## src/rtl/receptor_display.sv

```systemverilog
`default_nettype none
// ============================================================================
// Module   : receptor_display
// Purpose  : Serial display-controller receiver feeding a page/column framebuffer.
//            Optional command monitor ports: define RECEPTOR_DISPLAY_CMD_MON_EN.
// Revision : 1.0
// ============================================================================
module receptor_display #(
  parameter int LARGURA = 84,
  parameter int PAGINAS = 6
) (
  input  logic       clk,
  input  logic       rst_n,
  input  logic       io_sclk,
  input  logic       io_sdin,
  input  logic       io_cs,
  input  logic       io_dc,
  input  logic       io_reset,
  output logic       fb_we,
  output logic [9:0] fb_addr,
  output logic [7:0] fb_data,
  output logic       frame_done,
  output logic       err_cmd
`ifdef RECEPTOR_DISPLAY_CMD_MON_EN
  ,
  output logic       cmd_valid,
  output logic [7:0] cmd_byte
`endif
);

  localparam int XW = (LARGURA > 1) ? $clog2(LARGURA) : 1;
  localparam int YW = (PAGINAS > 1) ? $clog2(PAGINAS) : 1;
  localparam logic [9:0] c_last_addr = 10'(LARGURA * PAGINAS - 1);

  typedef enum logic [1:0] {
    S_IDLE   = 2'd0,
    S_SHIFT  = 2'd1,
    S_DECODE = 2'd2
  } state_t;

  logic [1:0]    r_sclk_sync, r_sdin_sync, r_cs_sync, r_dc_sync, r_iorst_sync;
  logic          r_sclk_prev;
  state_t        r_state;
  logic [2:0]    r_bits;
  logic [7:0]    r_shift;
  logic          r_dc_lat;
  logic [XW-1:0] r_x;
  logic [YW-1:0] r_y;
  logic          w_rise;
  logic [9:0]    w_addr;

  // Synchronizers reset to the inactive level of each line
  always_ff @(posedge clk or negedge rst_n) begin
    if (!rst_n) begin
      r_sclk_sync  <= 2'b00;
      r_sdin_sync  <= 2'b00;
      r_cs_sync    <= 2'b11;
      r_dc_sync    <= 2'b00;
      r_iorst_sync <= 2'b11;
      r_sclk_prev  <= 1'b0;
    end else begin
      r_sclk_sync  <= {r_sclk_sync[0], io_sclk};
      r_sdin_sync  <= {r_sdin_sync[0], io_sdin};
      r_cs_sync    <= {r_cs_sync[0], io_cs};
      r_dc_sync    <= {r_dc_sync[0], io_dc};
      r_iorst_sync <= {r_iorst_sync[0], io_reset};
      r_sclk_prev  <= r_sclk_sync[1];
    end
  end

  assign w_rise = r_sclk_sync[1] & ~r_sclk_prev;
  assign w_addr = 10'(r_y) * 10'(LARGURA) + 10'(r_x);

  always_ff @(posedge clk or negedge rst_n) begin
    if (!rst_n) begin
      r_state    <= S_IDLE;
      r_bits     <= 3'd0;
      r_shift    <= 8'd0;
      r_dc_lat   <= 1'b0;
      r_x        <= '0;
      r_y        <= '0;
      fb_we      <= 1'b0;
      fb_addr    <= 10'd0;
      fb_data    <= 8'd0;
      frame_done <= 1'b0;
      err_cmd    <= 1'b0;
`ifdef RECEPTOR_DISPLAY_CMD_MON_EN
      cmd_valid  <= 1'b0;
      cmd_byte   <= 8'd0;
`endif
    end else begin
      fb_we      <= 1'b0;
      frame_done <= 1'b0;
`ifdef RECEPTOR_DISPLAY_CMD_MON_EN
      cmd_valid  <= 1'b0;
`endif
      // Display reset wins over everything, including a byte completing now
      if (!r_iorst_sync[1]) begin
        r_state <= S_IDLE;
        r_bits  <= 3'd0;
        r_shift <= 8'd0;
        r_x     <= '0;
        r_y     <= '0;
      end else begin
        case (r_state)
          S_IDLE, S_SHIFT: begin
            if (r_cs_sync[1]) begin
              r_state <= S_IDLE;
              r_bits  <= 3'd0;
            end else begin
              r_state <= S_SHIFT;
              if (w_rise) begin
                r_shift <= {r_shift[6:0], r_sdin_sync[1]};
                r_bits  <= r_bits + 3'd1;
                if (r_bits == 3'd7) begin
                  r_state  <= S_DECODE;
                  r_dc_lat <= r_dc_sync[1];
                end
              end
            end
          end
          S_DECODE: begin
            if (r_dc_lat) begin
              fb_we      <= 1'b1;
              fb_addr    <= w_addr;
              fb_data    <= r_shift;
              frame_done <= (w_addr == c_last_addr);
              if (r_x == XW'(LARGURA - 1)) begin
                r_x <= '0;
                r_y <= (r_y == YW'(PAGINAS - 1)) ? '0 : r_y + YW'(1);
              end else begin
                r_x <= r_x + XW'(1);
              end
            end else begin
`ifdef RECEPTOR_DISPLAY_CMD_MON_EN
              cmd_valid <= 1'b1;
              cmd_byte  <= r_shift;
`endif
              if (r_shift[7]) begin
                if ({1'b0, r_shift[6:0]} < 8'(LARGURA)) r_x <= XW'(r_shift[6:0]);
                else                                    err_cmd <= 1'b1;
              end else if (r_shift[7:3] == 5'b01000) begin
                if ({5'b0, r_shift[2:0]} < 8'(PAGINAS)) r_y <= YW'(r_shift[2:0]);
                else                                    err_cmd <= 1'b1;
              end
            end
            r_state <= r_cs_sync[1] ? S_IDLE : S_SHIFT;
          end
          default: r_state <= S_IDLE;
        endcase
      end
    end
  end

endmodule
`default_nettype wire

```

## config.mk

```make
export PLATFORM = sky130hd
export DESIGN_NAME = receptor_display
export DESIGN_NICKNAME = d
export VERILOG_FILES = /design/src/rtl/receptor_display.sv
export SDC_FILE = /design/constraint.sdc
export NUM_CORES = 1
export LEC_CHECK = 0
export ABC_AREA = 1
export CAP_MARGIN = 20
export CORE_MARGIN = 4
export CORE_UTILIZATION = 35
export CTS_CLUSTER_SIZE = 40
export DETAILED_ROUTE_END_ITERATION = 7
export PLACE_DENSITY_LB_ADDON = 0.15
export SLEW_MARGIN = 0
export SYNTH_ARGS = -nofsm -noshare
export SYNTH_HDL_FRONTEND = slang
export SYNTH_SLANG_ARGS = --single-unit
```

## constraint.sdc

```tcl
create_clock -name clk -period 3.65 [get_ports clk]
set_input_delay 0.365 -clock clk [delete_from_list [all_inputs] [get_ports clk]]
set_output_delay 0.365 -clock clk [all_outputs]
set_load 0.01 [all_outputs]
```

# --- Yosys cells after proc, flatten, opt, wreduce, memory -nomap -nowiden ---
# Cells that the tools add are included.
totals:
  inputBits: 7
  elab_cells: 96
  regBits: 56
classes:
  add_sub_neg: 4
  n_lt_le_gt_ge: 2
  muxes: 38
  bitwise_logic: 4
  eq_ne: 20
  multipliers: 1
  reduce_logical: 10
op_table:
  columns: ["cell", "n"]
  rows:
  - ["2-to-1 mux 7 bit", 6]
  - ["2-to-1 mux 3 bit", 12]
  - ["2-to-1 mux 8 bit", 4]
  - ["!= test 3 x 1 -> 1 bit, second input constant", 4]
  - ["2-to-1 mux 1 bit", 11]
  - ["adder 10 x 7 -> 10 bit", 1]
  - ["equality test 10 x 9 -> 1 bit, second input constant", 1]
  - ["AND reduction 5 bit", 2]
  - ["!= test 3 x 2 -> 1 bit, second input constant", 3]
  - ["AND reduction 3 bit", 3]
  - ["multiplier 3 x 5 -> 8 bit, second input constant", 1]
  - ["2-to-1 mux 2 bit", 4]
  - ["adder 7 x 1 -> 7 bit, second input constant", 1]
  - ["equality test 7 bit, second input constant", 1]
  - ["< comparator 7 bit, second input constant", 1]
  - ["adder 3 x 1 -> 3 bit, second input constant", 2]
  - ["equality test 3 bit, second input constant", 2]
  - ["!= test 2 x 1 -> 1 bit, second input constant", 3]
  - ["!= test 2 bit, second input constant", 3]
  - ["AND reduction 6 bit", 1]
  - ["equality test 5 x 4 -> 1 bit, second input constant", 1]
  - ["one-hot mux 2 bit (2 select lines)", 1]
  - ["< comparator 3 bit, second input constant", 1]
  - ["NOT 1 bit", 3]
  - ["other kinds (7)", 7]

# --- Longest topological paths before layout ---
logic_depth:
  ltp_word: 7
  ltp_mapped: 12

# --- Worst setup path after synthesis ---
# OpenSTA, ideal clock, no wires.
synth_timing:
  path_type: "register to register"
  start: "reg r_y[0]"
  end: "reg frame_done"
  arrival_time_ns: 2.022
  setup_slack_ns: 1.557
  period_less_slack_ns: 2.093
  stages_incl_launch_ff: 11
  n_path_buf: 0
  setup_time_ns: 0.071
  t_required_ns: 3.579
  path_cell_list: "dfrtp_1 ha_1 ha_1 ha_1 ha_1 nand2_1 nand3b_1 nand2_1 nand3b_1 and2_1 nor2_1"
synth_between:
  elab_chain_len: 6
synth_lines:
  columns: ["element", "line", "source"]
  rows:
  - ["start: declaration", "48", "logic [YW-1:0] r_y;"]
  - ["start signal: assignment", "130", "r_y <= (r_y == YW'(PAGINAS - 1)) ? '0 : r_y + YW'(1);"]
  - ["start signal: assignment", "143", "if ({5'b0, r_shift[2:0]} < 8'(PAGINAS)) r_y <= YW'(r_shift[2:0]);"]
  - ["multiplier 3 x 5 -> 8 bit", "72", "assign w_addr = 10'(r_y) * 10'(LARGURA) + 10'(r_x);"]
  - ["adder 10 x 7 -> 10 bit", "72", null]
  - ["equality test 10 x 9 -> 1 bit", "127", "frame_done <= (w_addr == c_last_addr);"]
  - ["2-to-1 mux 1 bit", "123", "if (r_dc_lat) begin"]
  - ["2-to-1 mux 1 bit", "105", "case (r_state)"]
  - ["2-to-1 mux 1 bit", "98", "if (!r_iorst_sync[1]) begin"]
  - ["end signal: assignment", "127", null]
  - ["end: declaration", "22", "output logic frame_done,"]
# No other way between the ends.
# A chain may end at the register's enable or synchronous reset.

# --- Final worst setup path ---
# Ends and elaborated chain as after synthesis.

==> run metrics <==
setup slack, reg-to-reg 1.36 ns; Routed Antenna Nets 0; share of cells above drive strength 1 0.0691; Die Wd 96.7 um; MaxCap Viol Count 0; Root Driver clkbuf_8; worst-path cell chain ha_1 > ha_1 > ha_1 > ha_1 > nand2_1 > nand3b_1 > nand2_1 > nand3b_1 > and2_1 > nor2_1; DR vias 2,143; slowest cell on the critical path dfrtp_1; Yosys reg bits 56; Final min period 2.29 ns; clock sink count 56; FFs w/ async S/R, synth 1.00; nets 381; Worst Path Arrival 2.54 ns; post-route cell area 3220 um2; largest net degree at the start of global routing 34; Buf/Inv on CP 0; Startpoint Class flip-flop; CP top delay family adder cells; clock latency on the worst-skew pair 0.31 ns; register area share after synthesis 0.510; Post-CTS Resized 0; Peak Freq 437 MHz; clk slew on worst S/H paths 0.11 ns; CP endpoint kind flip-flop; number of global-route vias before repair 1,995; crit-path max FO 7; GRT Total Usage 0.125; CTS buffer count 5; Starting Density 0.358; initial antenna violation count 0; gr ovfl total 0; # DRC 0; most used flip-flop cell after synthesis dfrtp_1; full die area 9360 um2; CTS Hold Bufs 0; Syn Nets 351; hpwl dp 4320 um; global-route wire length before repair 9800 um; final setup violation count 0; Crit Reg-Reg Endpoint frame_done$_DFF_PN0_; Yosys cell types 32; Longest Clk Path Bufs 2; placed instance area 3130 um2; WHS -0.00222 ns; Reg-to-Reg Start r_y[0]$_DFFE_PN0P_; H-tree levels 2; Post-Synthesis Cells 331; final hold vios 2; Ports 28; Ant. Diodes 0; Core Area 7690 um2; unrepaired setup endpoints after global routing no; Vias/cell 4.62; Worst Setup EP frame_done$_DFF_PN0_; Cell Area, Synth 2760 um2; Final Wtd Congestion 0.864; required time of the critical path 3.90 ns; drt total wl 5670 um; violated checks negative hold slack; Synth Warn # 0; # Post-CTS Setup Buffers 0; Core Util, Final 0.419; standard-cell row count 32; r2r worst-path depth 10; outcome finished with violations; Final period util 0.628; IO buf count 27; Worst Max-Slew Pin Slew 0.523 ns; Pwr Density 322 nW/um2; syn avg cell area 8.32 um2; Critical Path Max Stage Delay 0.47 ns; first drt pass iteration count 4; number of flops mapped to enable cells by yosys 0; Area Growth Syn to Fin 17.0%; max-slew violations 0; setup TNS 0 ns; Worst VDD drop 146 uV; Hold WC Path Type in -> async; relative slew slack 0.649; Setup Skew 0.0101 ns; TritonCTS clock tree done; most used cell, CP ha_1; critical path launch point r_y[0]$_DFFE_PN0P_; wire per inst 12.2 um; Setup Crit Path Kind reg -> reg; die height 96.7 um; Leakage Power 0.00161 uW; Starting DRT DRC Count 134; CP Depth 10
report_power, final:
group | switching (uW) | internal (uW)
clock network | 218 | 141
registers | 6.80 | 630
logic | 28.9 | 12.1
total | 254 | 784
cell usage after synthesis (2+ instances only):
library cell	count	share of area
a32o_1	2	0.0073
nand3b_1	3	0.0082
ha_1	12	0.054
buf_2	4	0.0073
a21oi_1	8	0.015
o21ai_0	19	0.035
inv_1	33	0.045
inv_2	3	0.0041
dfstp_2	4	0.038
nand2_2	2	0.0045
o22ai_1	2	0.0045
nand3_1	19	0.035
a31oi_1	5	0.011
nand2_1	111	0.15
o21bai_1	2	0.0054
o31ai_1	2	0.0054
nor2_1	26	0.035
nor2_2	2	0.0045
xor2_1	3	0.0095
o21ai_1	6	0.011
dfrtp_1	52	0.47
flip-flops by register name (all words and copies together) (netlist names), 2 cells and up:
signal,flops
r_dc_sync,2
r_shift,8
r_sdin_sync,2
r_cs_sync,2
r_iorst_sync,2
r_sclk_sync,2
r_state,2
r_x,7
fb_data,8
fb_addr,10
r_y,3
r_bits,3
per-stage QoR:
| stage | power (uW) | setup WS [ns] | std cells | hold slack, ns |
|---|---|---|---|---|
| 5_1_grt | 1080 | 1.20 | 464 | 0.0413 |
| 3_3_place_gp | 691 | 1.46 | 456 | 0.333 |
| 3_5_place_dp | 691 | 1.40 | 456 | 0.335 |
| 6_report | 1040 | 1.36 | 464 | -0.00222 |
| 4_1_cts | 1060 | 1.35 | 464 | 0.0151 |
| 2_1_floorplan | 665 | 1.56 | 331 | 0.0694 |
how the worst min path moves through the flow:
stage                                   from                        to  depth (start not counted)
detailed placement  r_sclk_sync[0]$_DFF_PN0_  r_sclk_sync[1]$_DFF_PN0_                          0
CTS                                    rst_n    fb_data[7]$_DFFE_PN0P_                          1
finish                                 rst_n    fb_data[7]$_DFFE_PN0P_                          1
floorplan                              rst_n       err_cmd$_DFFE_PN0P_                          0
global placement    r_sclk_sync[0]$_DFF_PN0_  r_sclk_sync[1]$_DFF_PN0_                          0
global route                           rst_n    fb_data[7]$_DFFE_PN0P_                          1
cell families after synthesis:
group	synth area share
compound gates	0.0967
simple gates	0.259
buf+inv	0.0590
fa+ha+maj	0.0618
flops	0.510
xor+xnor	0.0127
final cells by class:
class,instances,area [um2]
Fill cell,791,4460
Clock buffer,5,68.8
Inverter,36,135
Clock inverter,3,27.5
Sequential cell,56,1410
Timing Repair Buffer,28,273
Tap cell,102,128
Multi-Input combinational cell,234,1190
layout by cell type, fill, tap and decap left out, types with 2 or more instances in the layout:
cell	instances
a21oi_1	8
a31oi_1	5
a32o_1	2
clkbuf_8	5
clkdlybuf4s50_1	26
dfrtp_1	52
dfstp_2	4
ha_1	12
inv_1	33
inv_2	3
nand2_1	111
nand2_2	2
nand3_1	19
nand3b_1	3
nor2_1	26
nor2_2	2
o21ai_0	19
o21ai_1	6
o21bai_1	2
o22ai_1	2
o31ai_1	2
xor2_1	3
per-layer routing:
metal  track usage  part of all wire
met5             0                 0
met4        0.0346             0.010
met3        0.0288             0.038
met2         0.185              0.44
met1         0.184              0.51
Note: power is estimated with default switching activity, not from simulation.
